`src/rtl/i2s_pkg.sv`:
```
// Shared types and default sizing for the I2S frame controller and its clock divider.
package i2s_pkg;

  typedef enum logic [1:0] {
    IDLE,
    RUN,
    DRAIN
  } ctrl_state_t;

  localparam int DEF_DATA_WIDTH = 32;
  localparam int DEF_SCK_DIV    = 4;
  localparam int DEF_SLOT_BITS  = 32;

  // Counter width that stays at least one bit wide when the modulus is 1.
  function automatic int cnt_width(input int n);
    return (n > 1) ? $clog2(n) : 1;
  endfunction

endpackage

```
`src/rtl/i2s_clk_div.sv`:
```
// Bit-clock divider: toggles sck every SCK_DIV clk cycles and strobes sck_fall
// in the cycle whose clock edge drives sck from 1 to 0.
module i2s_clk_div
  import i2s_pkg::*;
#(
  parameter int SCK_DIV = DEF_SCK_DIV
) (
  input  logic clk,
  input  logic rst_n,
  input  logic clear,
  output logic sck,
  output logic sck_fall
);

  localparam int DIV_W = cnt_width(SCK_DIV);
  localparam logic [DIV_W-1:0] DIV_LAST = DIV_W'(SCK_DIV - 1);

  logic [DIV_W-1:0] div_cnt;
  logic             terminal;

  assign terminal = (div_cnt == DIV_LAST);
  assign sck_fall = !clear && terminal && sck;

  always_ff @(posedge clk or negedge rst_n) begin
    if (!rst_n) begin
      div_cnt <= '0;
      sck     <= 1'b0;
    end else if (clear) begin
      div_cnt <= '0;
      sck     <= 1'b0;
    end else if (terminal) begin
      div_cnt <= '0;
      sck     <= ~sck;
    end else begin
      div_cnt <= div_cnt + 1'b1;
    end
  end

endmodule

```
`src/rtl/i2s_frame_controller.sv`:
```
// Frame sequencer for an I2S transmitter: one-entry sample buffer, sck/ws generation,
// frame-aligned data registers and underrun flagging. Build option: UNDERRUN_MUTE_EN.
module i2s_frame_controller
  import i2s_pkg::*;
#(
  parameter int DATA_WIDTH = DEF_DATA_WIDTH,
  parameter int SCK_DIV    = DEF_SCK_DIV,
  parameter int SLOT_BITS  = DEF_SLOT_BITS
) (
  input  logic                  clk,
  input  logic                  rst_n,
  input  logic                  enable,
  input  logic                  s_valid,
  output logic                  s_ready,
  input  logic [DATA_WIDTH-1:0] s_left,
  input  logic [DATA_WIDTH-1:0] s_right,
  output logic                  sck,
  output logic                  ws,
  output logic [DATA_WIDTH-1:0] data_left,
  output logic [DATA_WIDTH-1:0] data_right,
  output logic                  frame_start,
  output logic                  underrun
);

  localparam int BIT_W = cnt_width(SLOT_BITS);
  localparam logic [BIT_W-1:0] BIT_LAST = BIT_W'(SLOT_BITS - 1);

  ctrl_state_t           state, state_nxt;
  logic [BIT_W-1:0]      bit_cnt;
  logic                  buf_full;
  logic [DATA_WIDTH-1:0] buf_left, buf_right;
  logic                  clear, sck_fall, slot_end, frame_end, push;
  logic                  load, mute, fs_nxt, ur_nxt;

  assign s_ready   = ~buf_full;
  assign push      = s_valid && s_ready;
  assign clear     = (state != RUN);
  assign slot_end  = sck_fall && (bit_cnt == BIT_LAST);
  assign frame_end = slot_end && ws;

  i2s_clk_div #(
    .SCK_DIV(SCK_DIV)
  ) u_clk_div (
    .clk     (clk),
    .rst_n   (rst_n),
    .clear   (clear),
    .sck     (sck),
    .sck_fall(sck_fall)
  );

  always_ff @(posedge clk or negedge rst_n) begin
    if (!rst_n) state <= IDLE;
    else        state <= state_nxt;
  end

  // A frame boundary with enable low ends the stream without loading or flagging.
  always_comb begin
    state_nxt = state;
    load      = 1'b0;
    mute      = 1'b0;
    fs_nxt    = 1'b0;
    ur_nxt    = 1'b0;
    case (state)
      IDLE: begin
        if (enable && buf_full) begin
          load      = 1'b1;
          fs_nxt    = 1'b1;
          state_nxt = RUN;
        end
      end
      RUN: begin
        if (frame_end) begin
          if (!enable) begin
            state_nxt = DRAIN;
          end else if (buf_full) begin
            load   = 1'b1;
            fs_nxt = 1'b1;
          end else begin
            fs_nxt = 1'b1;
            ur_nxt = 1'b1;
`ifdef UNDERRUN_MUTE_EN
            mute   = 1'b1;
`endif
          end
        end
      end
      DRAIN:   state_nxt = IDLE;
      default: state_nxt = IDLE;
    endcase
  end

  always_ff @(posedge clk or negedge rst_n) begin
    if (!rst_n) begin
      bit_cnt <= '0;
      ws      <= 1'b0;
    end else if (clear) begin
      bit_cnt <= '0;
      ws      <= 1'b0;
    end else if (slot_end) begin
      bit_cnt <= '0;
      ws      <= ~ws;
    end else if (sck_fall) begin
      bit_cnt <= bit_cnt + 1'b1;
    end
  end

  // Push and load never coincide: s_ready is low whenever there is something to load.
  always_ff @(posedge clk or negedge rst_n) begin
    if (!rst_n) begin
      buf_full  <= 1'b0;
      buf_left  <= '0;
      buf_right <= '0;
    end else if (push) begin
      buf_full  <= 1'b1;
      buf_left  <= s_left;
      buf_right <= s_right;
    end else if (load) begin
      buf_full  <= 1'b0;
    end
  end

  always_ff @(posedge clk or negedge rst_n) begin
    if (!rst_n) begin
      data_left   <= '0;
      data_right  <= '0;
      frame_start <= 1'b0;
      underrun    <= 1'b0;
    end else begin
      frame_start <= fs_nxt;
      underrun    <= ur_nxt;
      if (load) begin
        data_left  <= buf_left;
        data_right <= buf_right;
      end else if (mute) begin
        data_left  <= '0;
        data_right <= '0;
      end
    end
  end

endmodule

```
`config.mk`:
```
export PLATFORM = sky130hd
export DESIGN_NAME = i2s_frame_controller
export DESIGN_NICKNAME = d
export VERILOG_FILES = /design/src/rtl/i2s_pkg.sv /design/src/rtl/i2s_clk_div.sv /design/src/rtl/i2s_frame_controller.sv
export SDC_FILE = /design/constraint.sdc
export NUM_CORES = 1
export LEC_CHECK = 0
export ABC_AREA = 1
export CAP_MARGIN = 20
export CORE_ASPECT_RATIO = 0.75
export CORE_MARGIN = 3
export CORE_UTILIZATION = 49
export DETAILED_ROUTE_END_ITERATION = 16
export PLACE_DENSITY = 0.85
export SYNTH_ARGS = -nofsm -noshare
export SYNTH_HDL_FRONTEND = slang
export SYNTH_SLANG_ARGS = --single-unit
```
`constraint.sdc`:
```
create_clock -name clk -period 1.95 [get_ports clk]
set_input_delay 0.39 -clock clk [delete_from_list [all_inputs] [get_ports clk]]
set_output_delay 0.39 -clock clk [all_outputs]
set_load 0.01 [all_outputs]
```
After elaboration in Yosys (flattened, before gate mapping)
Index checks and enable logic that the tools add are counted.
- flip-flop bits (word level): 142
- bits of input ports: 68
- output and inout bits: 69
- word-level logic and storage cells: 64
- $add $sub $neg: 2
- equal/unequal tests: 7
- muxes and demuxes: 27
- bitwise logic cells: 3
- reduce and logical (&&, ||, !) cells: 13
- operators with widths (kind ; count):
    2-to-1 mux 1 bit ; 16
    2-to-1 mux 5 bit ; 3
    2-to-1 mux 2 bit ; 5
    logical AND 1 bit ; 6
    inequality test 2 bit, second input constant ; 3
    nonzero test 2 bit ; 3
    adder 5 x 1 -> 5 bit, second input constant ; 1
    == test 5 bit, second input constant ; 1
    case mux 1 bit (2 select lines) ; 2
    case mux 2 bit (2 select lines) ; 1
    NOT 1 bit ; 3
    AND reduction 3 bit ; 1
    nonzero test 3 bit ; 1
    adder 2 x 1 -> 2 bit, second input constant ; 1
    == test 2 x 1 -> 1 bit, second input constant ; 1
    == test 2 bit, second input constant ; 1
    logical NOT 2 bit ; 1
    inequality test 2 x 1 -> 1 bit, second input constant ; 1
    logical NOT 1 bit ; 1

Longest topological paths before layout
Gate-level depths: netlist of the first run.
- word-level depth: 10
- gate-level depth with buffers: 10
- mapped depth without buffers: 10

By module
A second synthesis of the first run with hierarchy kept.
- cell total of the unflattened synthesis: 635
- area total of the unflattened synthesis: 5918.2 um2
- by module, submodules not included (module ; times used ; cells each ; area an instance (um2) ; sequential area each (um2)):
    i2s_frame_controller ; 1 ; 620 ; 5786.8 ; 3478.3
    i2s_clk_div ; 1 ; 15 ; 131.4 ; 75.1

Least setup slack after synthesis of the first run
Ideal clock, no wire load.
- path type: reg-to-reg
- start: register bit_cnt[0]
- end: register data_right[10]
- setup time: 0.117 ns
- arrival: 1.432 ns
- data required time: 1.833 ns
- slack: 0.401 ns
- cell stages (with the launch flop): 11
- path buffers: 2
- period minus slack after synthesis: 1.549 ns
- cell sequence: dfrtp_1 ha_1 nand2_1 nor2_1 ha_1 nand4_1 nand2_1 buf_4 buf_6 nand2_1 nand2_1
- cells in the longest elaborated chain, start to end: 5
- RTL lines (item ; RTL line ; source):
    start, declared ; i2s_frame_controller.sv:29 ; logic [BIT_W-1:0] bit_cnt;
    start signal, assigned ; i2s_frame_controller.sv:103 ; bit_cnt <= bit_cnt + 1'b1;
    == test 5 bit ; i2s_frame_controller.sv:38 ; assign slot_end = sck_fall && (bit_cnt == BIT_LAST);
    logical AND 1 bit ; i2s_frame_controller.sv:38 ;
    logical AND 1 bit ; i2s_frame_controller.sv:39 ; assign frame_end = slot_end && ws;
    2-to-1 mux 1 bit ; i2s_frame_controller.sv:72 ; if (frame_end) begin
    case mux 1 bit (2 select lines) ; i2s_frame_controller.sv:63 ; case (state)
    end signal, assigned ; i2s_frame_controller.sv:133 ; data_right <= buf_right;
    end, declared ; i2s_frame_controller.sv:20 ; output logic [DATA_WIDTH-1:0] data_right,
Every way passes these cells.
A chain may end at the register's enable or synchronous reset.

Worst setup path after layout of the first run
- start: register buf_full
- end: output s_ready
- cells in the longest elaborated chain, start to end: 1
- RTL lines (item ; RTL line ; source):
    start, declared ; i2s_frame_controller.sv:30 ; logic buf_full;
    start signal, assigned ; i2s_frame_controller.sv:110 ; buf_full <= 1'b0;
    start signal, assigned ; i2s_frame_controller.sv:114 ; buf_full <= 1'b1;
    start signal, assigned ; i2s_frame_controller.sv:118 ; buf_full <= 1'b0;
    NOT 1 bit ; i2s_frame_controller.sv:35 ; assign s_ready = ~buf_full;
    end, declared ; i2s_frame_controller.sv:14 ; output logic s_ready,
Every way passes these cells.

==> results of run 1 <==
[registers in the layout (all words and copies together), names as in the netlist]
register           flops
buf_left              32
buf_right             32
data_left             32
data_right            32
bit_cnt                5
state                  2
u_clk_div.div_cnt      2
buf_full               1
frame_start            1
u_clk_div.sck          1
underrun               1
ws                     1
[final cells by class]
class	instances	area (um^2)
Clock inverter	11	116
Inverter	13	48.8
Clock buffer	21	460
Sequential cell	142	3550
Fill cell	778	3340
Tap cell	140	175
Timing Repair Buffer	147	1530
Multi-Input combinational cell	307	1800
[worst reg2reg max path, cell delays in order (launching register included)]
cell     delay (ps)
dfrtp_1         410
ha_1            220
nand2_1          90
nor2_1           40
ha_1            210
nand4_1         170
buf_4           340
nand3_1         160
nand2_1         100
[layout by cell type, fill, tap and decap left out, types with 2 or more instances in the layout]
master and instances:
clkinv_2 5, buf_4 3, nand2_1 142, nand3_1 71, buf_12 6, inv_1 12
mux2_2 64, bufinv_16 2, nor2_4 2, clkbuf_1 2, a21oi_1 2, clkdlybuf4s50_1 135
clkbuf_16 17, nand3_2 2, clkinvlp_4 3, buf_6 2, nand2_2 2, dfrtp_1 142
nor2_1 12, clkbuf_8 2, o21ai_0 2, ha_1 3
[final timing paths]
check,slack [ps],end,depth (start not counted)
min reg2reg,460,data_right[20]$_DFFE_PN0P_,2
max in group asynchronous,840,buf_left[22]$_DFFE_PN0P_,3
min in group asynchronous,490,buf_left[30]$_DFFE_PN0P_,2
max,70,s_ready,2
max reg2reg,150,data_right[26]$_DFFE_PN0P_,8
min,460,data_right[20]$_DFFE_PN0P_,2
[report_power, final]
part | internal [mW] | total [mW] | switching (mW)
clock network | 1.94 | 3.14 | 1.20
logic | 0.208 | 0.320 | 0.112
registers | 3.06 | 3.12 | 0.0573
[repair_timing]
item | 4_1_cts | 5_1_grt
resized for setup | 0 | 1
hold buffers | 1 | 0
setup endpoints to repair | 0 | 2
hold endpoints to repair | 48 | 0
[cells in the mapped netlist]
master | n | share of area
a21oi_1 | 2 | 0.0018
dfrtp_1 | 142 | 0.64
nand3_1 | 72 | 0.065
or2_2 | 1 | 0.0011
nand3_2 | 1 | 0.0018
clkbuf_1 | 2 | 0.0013
nand2_1 | 144 | 0.097
o21ai_0 | 2 | 0.0018
nand4_1 | 1 | 0.0011
o211ai_1 | 1 | 0.0013
inv_1 | 12 | 0.0081
nor2_2 | 1 | 0.0011
nor2_4 | 2 | 0.0040
buf_6 | 5 | 0.010
inv_2 | 1 | 0.00067
mux2_2 | 64 | 0.13
ha_1 | 3 | 0.0067
nor2_1 | 12 | 0.0081
xor2_1 | 1 | 0.0016
buf_4 | 7 | 0.0094
buf_2 | 13 | 0.012
[stage by stage]
step	utilization	cells
floorplan	-	489
global placement	0.643	748
detailed placement	0.643	748
CTS	0.697	781
global route	0.697	781
finish	0.697	781
[routing by layer]
| layer | wire length, um | track usage |
|---|---|---|
| met1 | 5550 | 0.286 |
| met2 | 6490 | 0.352 |
| met3 | 931 | 0.0678 |
| met4 | 137 | 0.0638 |
| met5 | 0 | 0 |
[cell families (layout without fill, tap and decap cells)]
logic type                 count (synthesis)  count (layout)
buffers and inverters                     40             192
and+or+nand+nor                          234             234
DFF                                      142             142
adders and majority gates                  3               3
muxes                                     64              64
xor gates and xnor gates                   1               1
AOI/OAI and AO/OA                          5               5
==> impl_metrics.toml, run 1 <==
[cts]
cts_sinks = 142
cts_max_path_buffers = 2
htreeDepth = 4
numCtsBuffers = 17
clockRootBuffer = "clkbuf_16"
clk_latency_ps = 410
cts_tree = "done"
path_clk_slew_ps = 60
post_cts_buffers = 0

[worst_hold_path]
hold_start = "buf_right[20]$_DFFE_PN0P_"
min_path_type = "reg -> reg"

[place]
placed_cell_area_um2 = 7090
dp_hpwl_um = 8760
io_buffers = 136
place.gp.congestion = 0.802
dpl_worst_slack_ps = 114

[synth]
muxShareOfSynthArea = 0.129
ys_seq_area_frac = 0.637
synth.avg_cell_area_um2 = 11.4
ys_types = 21
yosys.area_share.simple = 0.179
synth_compound_area_frac = 0.00494
ys_seq_elements = 142
syn_nets = 560
synth_cells = 489
synth-adder-area-share = 0.00673
synth_top_family_by_area = "simple AND/OR/NAND/NOR gates"
synth_xor_area_frac = 0.00157
synth.cell_area_um2 = 5580
ys_warn_count = 0

[floorplan]
die_width_um = 129
pin_count = 137
die-area_um2 = 12700
core_um2 = 11000
die_y_um = 98.4
core.rowCount = 33
start_util = 0.506

[timing]
rsz0062_at_grt = "no"
slew_viol_final = 0
max-slew-margin-rel = 0.677
tns_ps = 0
finalSetupViolations = 0
finalClockSkew_ps = 7.86
clock.fmax_mhz = 532
tightest_slew_ps = 485
final.setup.worst_slack_ps = 71.8
whs_ps = 460
final-hold-violation-count = 0
finalCriticalPeriod_ps = 1880
fin_crit_sh = 0.963

[worst_setup_path]
crit_type = "reg -> out"
crit_buf_inv = 2
required_ps = 1560
cp-start-kind = "flip-flop"
critPathTopFamily = "buffers and inverters"
rr_startpoint = "bit_cnt[0]$_DFFE_PN0P_"
slowest_stage = "clkdlybuf4s50_1"
critPathMaxFanout = 4
crit_chain = "inv_1, clkdlybuf4s50_1"
worstPathArrival_ps = 1490
cp-startpoint = "buf_full$_DFFE_PN0P_"
slowest_delay_ps = 540
worst_setup_path_end_kind = "primary output"

[power_and_ir_drop]
finalPower_mw = 6.58
p_leak_nw = 3.86
p_per_area_nw_per_um2 = 856
ir_worst_vdd_mv = 0.555

[global_routing]
grt_usage = 0.218
grt_pass1_vias = 4312
antenna_found_initial = 0
grt_pass1_wl_um = 21600
grt_max_degree = 51
overflow = 0

[final_layout]
n_antenna_cell = 0
drive_above_1_share = 0.178
stdcell_area_um2 = 7680
syn_to_final_growth_pct = 37.8
final_nets = 699

[detailed_routing]
drtIter0Drc = 327
drc = 0
dr.pass1.iters = 5
wirelength_um = 13100
final_antenna_net_count = 0
avgRoutedWirePerCell_um = 16.8
vias = 4117
vias_per_cell = 5.27

[run_status]
outcome = "complete, no violations"

[flow_run]
drv_cap = 0
(Power assumes the default switching activity.)
==> run 2, diff against run 1 <==
--- a/config.mk
+++ b/config.mk
@@ -11,6 +11,7 @@
 export CORE_MARGIN = 3
 export CORE_UTILIZATION = 49
 export DETAILED_ROUTE_END_ITERATION = 16
+export GPL_TIMING_DRIVEN = 0
 export PLACE_DENSITY = 0.85
 export SYNTH_ARGS = -nofsm -noshare
 export SYNTH_HDL_FRONTEND = slang
==> impl_metrics.toml, run 2 (same netlist as run 1, synthesis figures left out) <==
[run_status]
outcome = "complete, no violations"

[flow_run]
drv_cap = 0

[floorplan]
start_util = 0.506
die_width_um = 129
pin_count = 137
die_y_um = 98.4
die-area_um2 = 12700
core.rowCount = 33
core_um2 = 11000

[global_routing]
grt_pass1_vias = 4300
grt_pass1_wl_um = 21600
grt_usage = 0.221
grt_max_degree = 75
overflow = 0
antenna_found_initial = 0

[final_layout]
final_nets = 717
final_common_cell = "nand2_1"
syn_to_final_growth_pct = 40.4
stdcell_area_um2 = 7830
final_cell_mix = "nand2_1, dfrtp_1, clkdlybuf4s50_1, nand3_1, mux2_2"
drive_above_1_share = 0.194
n_antenna_cell = 0

[detailed_routing]
drtIter0Drc = 254
drc = 0
vias = 4104
avgRoutedWirePerCell_um = 16.8
final_antenna_net_count = 0
dr.pass1.iters = 4
vias_per_cell = 5.14
wirelength_um = 13400

[cts]
clockRootBuffer = "clkbuf_16"
htreeDepth = 4
post_cts_buffers = 0
clk_latency_ps = 410
cts_max_path_buffers = 2
cts_tree = "done"
numCtsBuffers = 17
path_clk_slew_ps = 60
cts_sinks = 142

[worst_setup_path]
cp-start-kind = "flip-flop"
slowest_stage = "clkdlybuf4s50_1"
crit_chain = "inv_1, clkdlybuf4s50_1"
critPathMaxFanout = 4
crit_type = "reg -> out"
crit_buf_inv = 2
critPathTopFamily = "buffers and inverters"
required_ps = 1560
worst_setup_path_end_kind = "primary output"
worstPathArrival_ps = 1430
slowest_delay_ps = 540

[timing]
final-hold-violation-count = 0
tightest_slew_ps = 636
finalCriticalPeriod_ps = 1820
rsz0062_at_grt = "no"
clock.fmax_mhz = 549
max-slew-margin-rel = 0.576
fin_crit_sh = 0.934
final.setup.worst_slack_ps = 129
whs_ps = 447
finalSetupViolations = 0
slew_viol_final = 0
finalClockSkew_ps = 10.5

[place]
place.gp.congestion = 0.778
io_buffers = 136
dpl_worst_slack_ps = -99.2
dp_hpwl_um = 9310
placed_cell_area_um2 = 7140

[power_and_ir_drop]
p_leak_nw = 3.94
ir_worst_vdd_mv = 0.574
p_per_area_nw_per_um2 = 898

[worst_hold_path]
min_path_type = "reg -> reg"
## run 2: changes by cell type in the layout (fill, tap and decap cells not counted), moves of 4 or more
cell | before | now
buf_6 | 2 | 6
buf_4 | 3 | 7
clkinv_2 | 5 | 1
buf_2 | 0 | 8
buf_12 | 6 | 0
clkbuf_4 | 0 | 5
## run 2: repair_timing
action,CTS,global route
hold endpoints to repair,5,0
gates resized for setup,0,5
hold buffers,1,0
endpoints found under the setup margin,0,17
## run 2: worst reg2reg max path, cell delays in order (launching register included)
cell and delay [ps]:
dfrtp_1 400, ha_1 220, nand2_1 90, nor2_1 40
ha_1 190, nand4_1 120, clkbuf_4 230, clkbuf_4 240
nand3_1 90, nand2_1 100
## run 2: cell type report
| class | instances | area [um^2] |
|---|---|---|
| clock buffer | 20 | 457 |
| sequential | 142 | 3550 |
| clock inverter | 12 | 206 |
| multi-input combinational | 307 | 1790 |
| tap | 140 | 175 |
| timing repair buffer | 138 | 1400 |
| buffer | 27 | 194 |
| inverter | 13 | 48.8 |
| fill | 779 | 3200 |
## run 2: layer usage
layer / up-vias / global-route usage / routed length [um]
met1: 2049 / 0.282 / 5580
met2: 118 / 0.366 / 6830
li1: 1918 / - / -
met5: - / 0 / 0
met3: 19 / 0.0667 / 839
met4: 0 / 0.0638 / 171
## run 2: path summary, 6_finish.rpt
kind                                                start                        endpoint  slack (ps)  cells past startpoint
max                                  buf_full$_DFFE_PN0P_                         s_ready         130                      2
min                        u_clk_div.div_cnt[0]$_DFF_PN0_  u_clk_div.div_cnt[0]$_DFF_PN0_         450                      1
max reg2reg                        bit_cnt[0]$_DFFE_PN0P_      data_right[16]$_DFFE_PN0P_         150                      9
min reg2reg                u_clk_div.div_cnt[0]$_DFF_PN0_  u_clk_div.div_cnt[0]$_DFF_PN0_         450                      1
max in group asynchronous                           rst_n      data_right[20]$_DFFE_PN0P_         620                      3
min in group asynchronous                           rst_n        buf_left[29]$_DFFE_PN0P_         550                      2
## run 2: power by group
group	switching, mW	internal, mW
registers	0.0579	3.06
logic	0.108	0.205
clock network	1.24	2.35
total	1.41	5.62
## run 2: through the flow
step,utilization,setup TNS (ps),instances,power [mW]
after floorplan,-,0,489,3.25
after global placement,0.645,-679630,765,3.46
after detailed placement,0.648,-3990,766,3.49
after CTS,0.709,0,799,7.10
after global routing,0.710,0,799,7.25
final,0.710,0,799,7.03
==> run 3, diff against run 2 <==
--- a/config.mk
+++ b/config.mk
@@ -6,7 +6,7 @@
 export NUM_CORES = 1
 export LEC_CHECK = 0
 export ABC_AREA = 1
-export CAP_MARGIN = 20
+export CAP_MARGIN = 0
 export CORE_ASPECT_RATIO = 0.75
 export CORE_MARGIN = 3
 export CORE_UTILIZATION = 49
==> impl_metrics.toml, run 3 (same netlist as run 1, synthesis figures left out) <==
[timing]
slew_viol_final = 0
final.setup.worst_slack_ps = 129
max-slew-margin-rel = 0.576
clock.fmax_mhz = 549
tightest_slew_ps = 636
fin_crit_sh = 0.934
finalCriticalPeriod_ps = 1820
finalSetupViolations = 0
finalClockSkew_ps = 10.5
final-hold-violation-count = 0
rsz0062_at_grt = "no"

[floorplan]
start_util = 0.506
core_um2 = 11000
die_y_um = 98.4
core.rowCount = 33
pin_count = 137
die-area_um2 = 12700
die_width_um = 129

[cts]
post_cts_buffers = 0
htreeDepth = 4
clk_latency_ps = 410
cts_tree = "done"
numCtsBuffers = 17
clockRootBuffer = "clkbuf_16"
path_clk_slew_ps = 60
cts_max_path_buffers = 2
cts_sinks = 142

[place]
dp_hpwl_um = 9310
dp_cells = 766
placed_cell_area_um2 = 7140
dpl_worst_slack_ps = -99.2
place.gp.congestion = 0.778
io_buffers = 136

[worst_setup_path]
regToRegSetupSlack_ps = 150
slowest_stage = "clkdlybuf4s50_1"
worst_setup_path_end_kind = "primary output"
crit_chain = "inv_1, clkdlybuf4s50_1"
slowest_delay_ps = 540
critPathMaxFanout = 4
cp-start-kind = "flip-flop"
crit_type = "reg -> out"
worstPathArrival_ps = 1430
required_ps = 1560

[power_and_ir_drop]
p_leak_nw = 3.94
p_sw_frac = 0.200
p_per_area_nw_per_um2 = 898
power_frac_clock = 0.512
combPwrFrac = 0.045
p_int_mw = 5.62
ir_worst_vdd_mv = 0.574
p_seq_frac = 0.444
finalPower_mw = 7.03
p_sw_mw = 1.41

[detailed_routing]
avgRoutedWirePerCell_um = 16.8
vias_per_cell = 5.14
vias = 4104
dr.pass1.iters = 4
wirelength_um = 13400
drtIter0Drc = 254
drc = 0
final_antenna_net_count = 0

[final_layout]
layout.cells.non_filler = 799
stdcell_area_um2 = 7830
final_nets = 717
syn_to_final_growth_pct = 40.4
drive_above_1_share = 0.194
n_antenna_cell = 0
final_cell_mix = "nand2_1, dfrtp_1, clkdlybuf4s50_1, nand3_1, mux2_2"
final_common_cell = "nand2_1"
fin_util = 0.710
fillers = 779

[flow_run]
drv_cap = 0

[global_routing]
antenna_found_initial = 0
overflow = 0
grt_max_degree = 75
grt_pass1_wl_um = 21600
grt_usage = 0.221
grt_pass1_vias = 4300

[worst_hold_path]
min_path_type = "reg -> reg"

[run_status]
outcome = "complete, no violations"
==> run 3: timing repair <==
action                                  in CTS  in global routing
hold endpoints to repair                     5                  0
hold buffers                                 1                  0
endpoints found under the setup margin       0                 17
resized for setup                            0                  5
==> run 3: cell type report <==
type                            count  area (um^2)  share of cell area
Multi-Input combinational cell    307         1790               0.229
Timing Repair Buffer              138         1400               0.179
Clock inverter                     12          206              0.0264
Sequential cell                   142         3550               0.454
Clock buffer                       20          457              0.0584
Tap cell                          140          175              0.0224
Inverter                           13         48.8             0.00624
Buffer                             27          194              0.0248
==> run 3: path summary, 6_finish.rpt <==
check	start	depth (start not counted)	to
min	u_clk_div.div_cnt[0]$_DFF_PN0_	1	u_clk_div.div_cnt[0]$_DFF_PN0_
max reg2reg	bit_cnt[0]$_DFFE_PN0P_	9	data_right[16]$_DFFE_PN0P_
max in group asynchronous	rst_n	3	data_right[20]$_DFFE_PN0P_
min reg2reg	u_clk_div.div_cnt[0]$_DFF_PN0_	1	u_clk_div.div_cnt[0]$_DFF_PN0_
min in group asynchronous	rst_n	2	buf_left[29]$_DFFE_PN0P_
max	buf_full$_DFFE_PN0P_	2	s_ready
==> run 3: critical path: cells and delay by family, from the launching register on <==
kind     cells  cell delay [ps]
buf+inv      2              620
flops        1              400
==> run 3: per-stage QoR <==
step | hold slack (ps) | setup TNS [ps]
global route | 470 | 0
finish | 447 | 0
detailed placement | 431 | -3990
CTS | 459 | 0
global placement | 417 | -679630
floorplan | 94.4 | 0
==> run 3: power by group through the flow <==
stage          Combinational [mW]  Clock (mW)  Sequential (mW)
2_1_floorplan               0.100           0             3.15
3_3_place_gp                0.295           0             3.17
3_5_place_dp                0.317           0             3.17
4_1_cts                     0.321        3.66             3.12
5_1_grt                     0.344        3.77             3.13
6_report                    0.313        3.60             3.12
==> run 3: layer usage <==
| layer | up-vias | wire [um] | global-route usage |
|---|---|---|---|
| met2 | 118 | 6830 | 0.366 |
| met3 | 19 | 839 | 0.0667 |
| met5 | - | 0 | 0 |
| met4 | 0 | 171 | 0.0638 |
| met1 | 2049 | 5580 | 0.282 |
| li1 | 1918 | - | - |
==> variant (settings of run 1) <==
Put one more register stage on the output `underrun`. The value now appears one clock later. The other outputs are not delayed to match.
--- a/src/rtl/i2s_frame_controller.sv
+++ b/src/rtl/i2s_frame_controller.sv
@@ -26,2 +26,4 @@
   localparam logic [BIT_W-1:0] BIT_LAST = BIT_W'(SLOT_BITS - 1);
+
+  logic underrun_s0;
 
@@ -126,6 +128,6 @@
       frame_start <= 1'b0;
-      underrun    <= 1'b0;
+      underrun_s0 <= 1'b0;
     end else begin
       frame_start <= fs_nxt;
-      underrun    <= ur_nxt;
+      underrun_s0 <= ur_nxt;
       if (load) begin
@@ -140,2 +142,6 @@
 
+  always_ff @(posedge clk) begin
+    underrun <= underrun_s0;
+  end
+
 endmodule
Function: no difference found for any inputs over 10 cycles, from zero or initial values and one cycle with rst_n low; that may be too few to reach the edited logic, so the function may still have changed.
==> variant against run 1 <==
Maximum frequency is 2.9% lower. Worst hold slack worse by 120 ps. Design area is 4.8% higher. Sequential cell count is 1 higher. Critical path depth is 8 higher. Area after synthesis is 0.36% higher. Synthesized cell count is 0.20% higher. Non-clock buffer count is 15 higher. Routed wire length is 15% higher. Count of clock-buffer cells in the layout is 3 lower. Total power is 6.4% higher. Clock power is 13% higher. Worst setup slack worse by 55 ps.
==> variant: results <==
{
  "slowest_delay_ps": 390,
  "layout-drive-gt1-share_pct": 20.4,
  "synth_flop_cell": "dfrtp_1",
  "cpLargestDelayFamily": "simple AND/OR/NAND/NOR gates",
  "min_path_cells": 0,
  "finClkSkew_ps": 7.66,
  "path_clk_slew_ps": 60,
  "vias": 4279,
  "async_flop_share_pct": 99.3,
  "critPathArrivalTime_ps": 2240,
  "p_leak_nw": 4.02,
  "powerClk_mw": 3.54,
  "groute.layer.met2.usage_pct": 36.3,
  "synth.net_count": 561,
  "synthTopCellsByArea": "dfrtp_1 (64%), mux2_2 (13%), nand2_1 (9.7%)",
  "max_freq_ghz": 0.517,
  "route.met3.wl_mm": 1.09,
  "cts_resized": 0,
  "switching_share_pct": 20.5,
  "synthCells": 490,
  "pre_cts_ws_ps": 21.5,
  "status": "finished, final reports clean",
  "dr.pass1.iters": 5,
  "crit_path_start": "bit_cnt[0]",
  "avgViaCountPerCell": 5.37,
  "grt_pass1_wl_mm": 21.7,
  "internal_power_mw": 5.56,
  "diodes": 0,
  "grt_max_degree": 65,
  "routed_wl_mm": 15.1,
  "hpwl_mm": 8.50,
  "root_buffer": "clkbuf_16",
  "crit_end": "data_right[28]",
  "cts_buffers": 17,
  "hold_end": "underrun",
  "ys_seq_area_share_pct": 63.9,
  "cts_setup_buffers": 0,
  "hold_path_startpoint": "underrun_s0",
  "p_seq_mw": 3.14,
  "placed_cells": 749,
  "place.gp.congestion": 0.796,
  "peakVddDrop_v": 0.000631,
  "crit_fanout": 8,
  "use_met3_pct": 6.61,
  "r2r_slack_ps": 20,
  "met2_length_mm": 7.51,
  "synth.distinct_cells": 22,
  "tightest_slew_ps": 532,
  "gr-usage-met1_pct": 28.1,
  "nets": 716,
  "wl_met1_mm": 6.31,
  "first_iter_violations": 231,
  "fillers": 726,
  "cpMaxStageDelayCell": "dfrtp_1",
  "worst-r2r-cell-count": 10,
  "track_usage_pct": 21.9,
  "hold_slack_ps": 342
}
==> variant: metrics by stage <==
step | area, sq um | utilization, % | setup TNS, ps
CTS | 7760 | 70.4 | -11.8
detailed placement | 7110 | 64.5 | 0
floorplan | 5600 | - | 0
finish | 8050 | 73.0 | 0
global route | 8050 | 73.0 | -968
global placement | 7110 | 64.5 | 0
==> variant: cell families (layout without fill, tap and decap cells) <==
logic type	count (synthesis)	count (layout)	share of synthesized area, %
and+or+nand+nor	234	235	17.8
buffers and inverters	40	206	4.11
xor gates and xnor gates	1	1	0.157
DFF	143	143	63.9
AOI/OAI and AO/OA	5	5	0.492
adders and majority gates	3	3	0.671
muxes	64	64	12.9
==> variant: area by class of cell <==
class | instances | area, sq um | area share (%)
tap | 140 | 175 | 2.18
inverter | 13 | 48.8 | 0.606
clock inverter | 13 | 213 | 2.64
multi-input combinational | 308 | 1830 | 22.8
clock buffer | 18 | 429 | 5.33
sequential | 143 | 3570 | 44.4
timing repair buffer | 162 | 1780 | 22.1
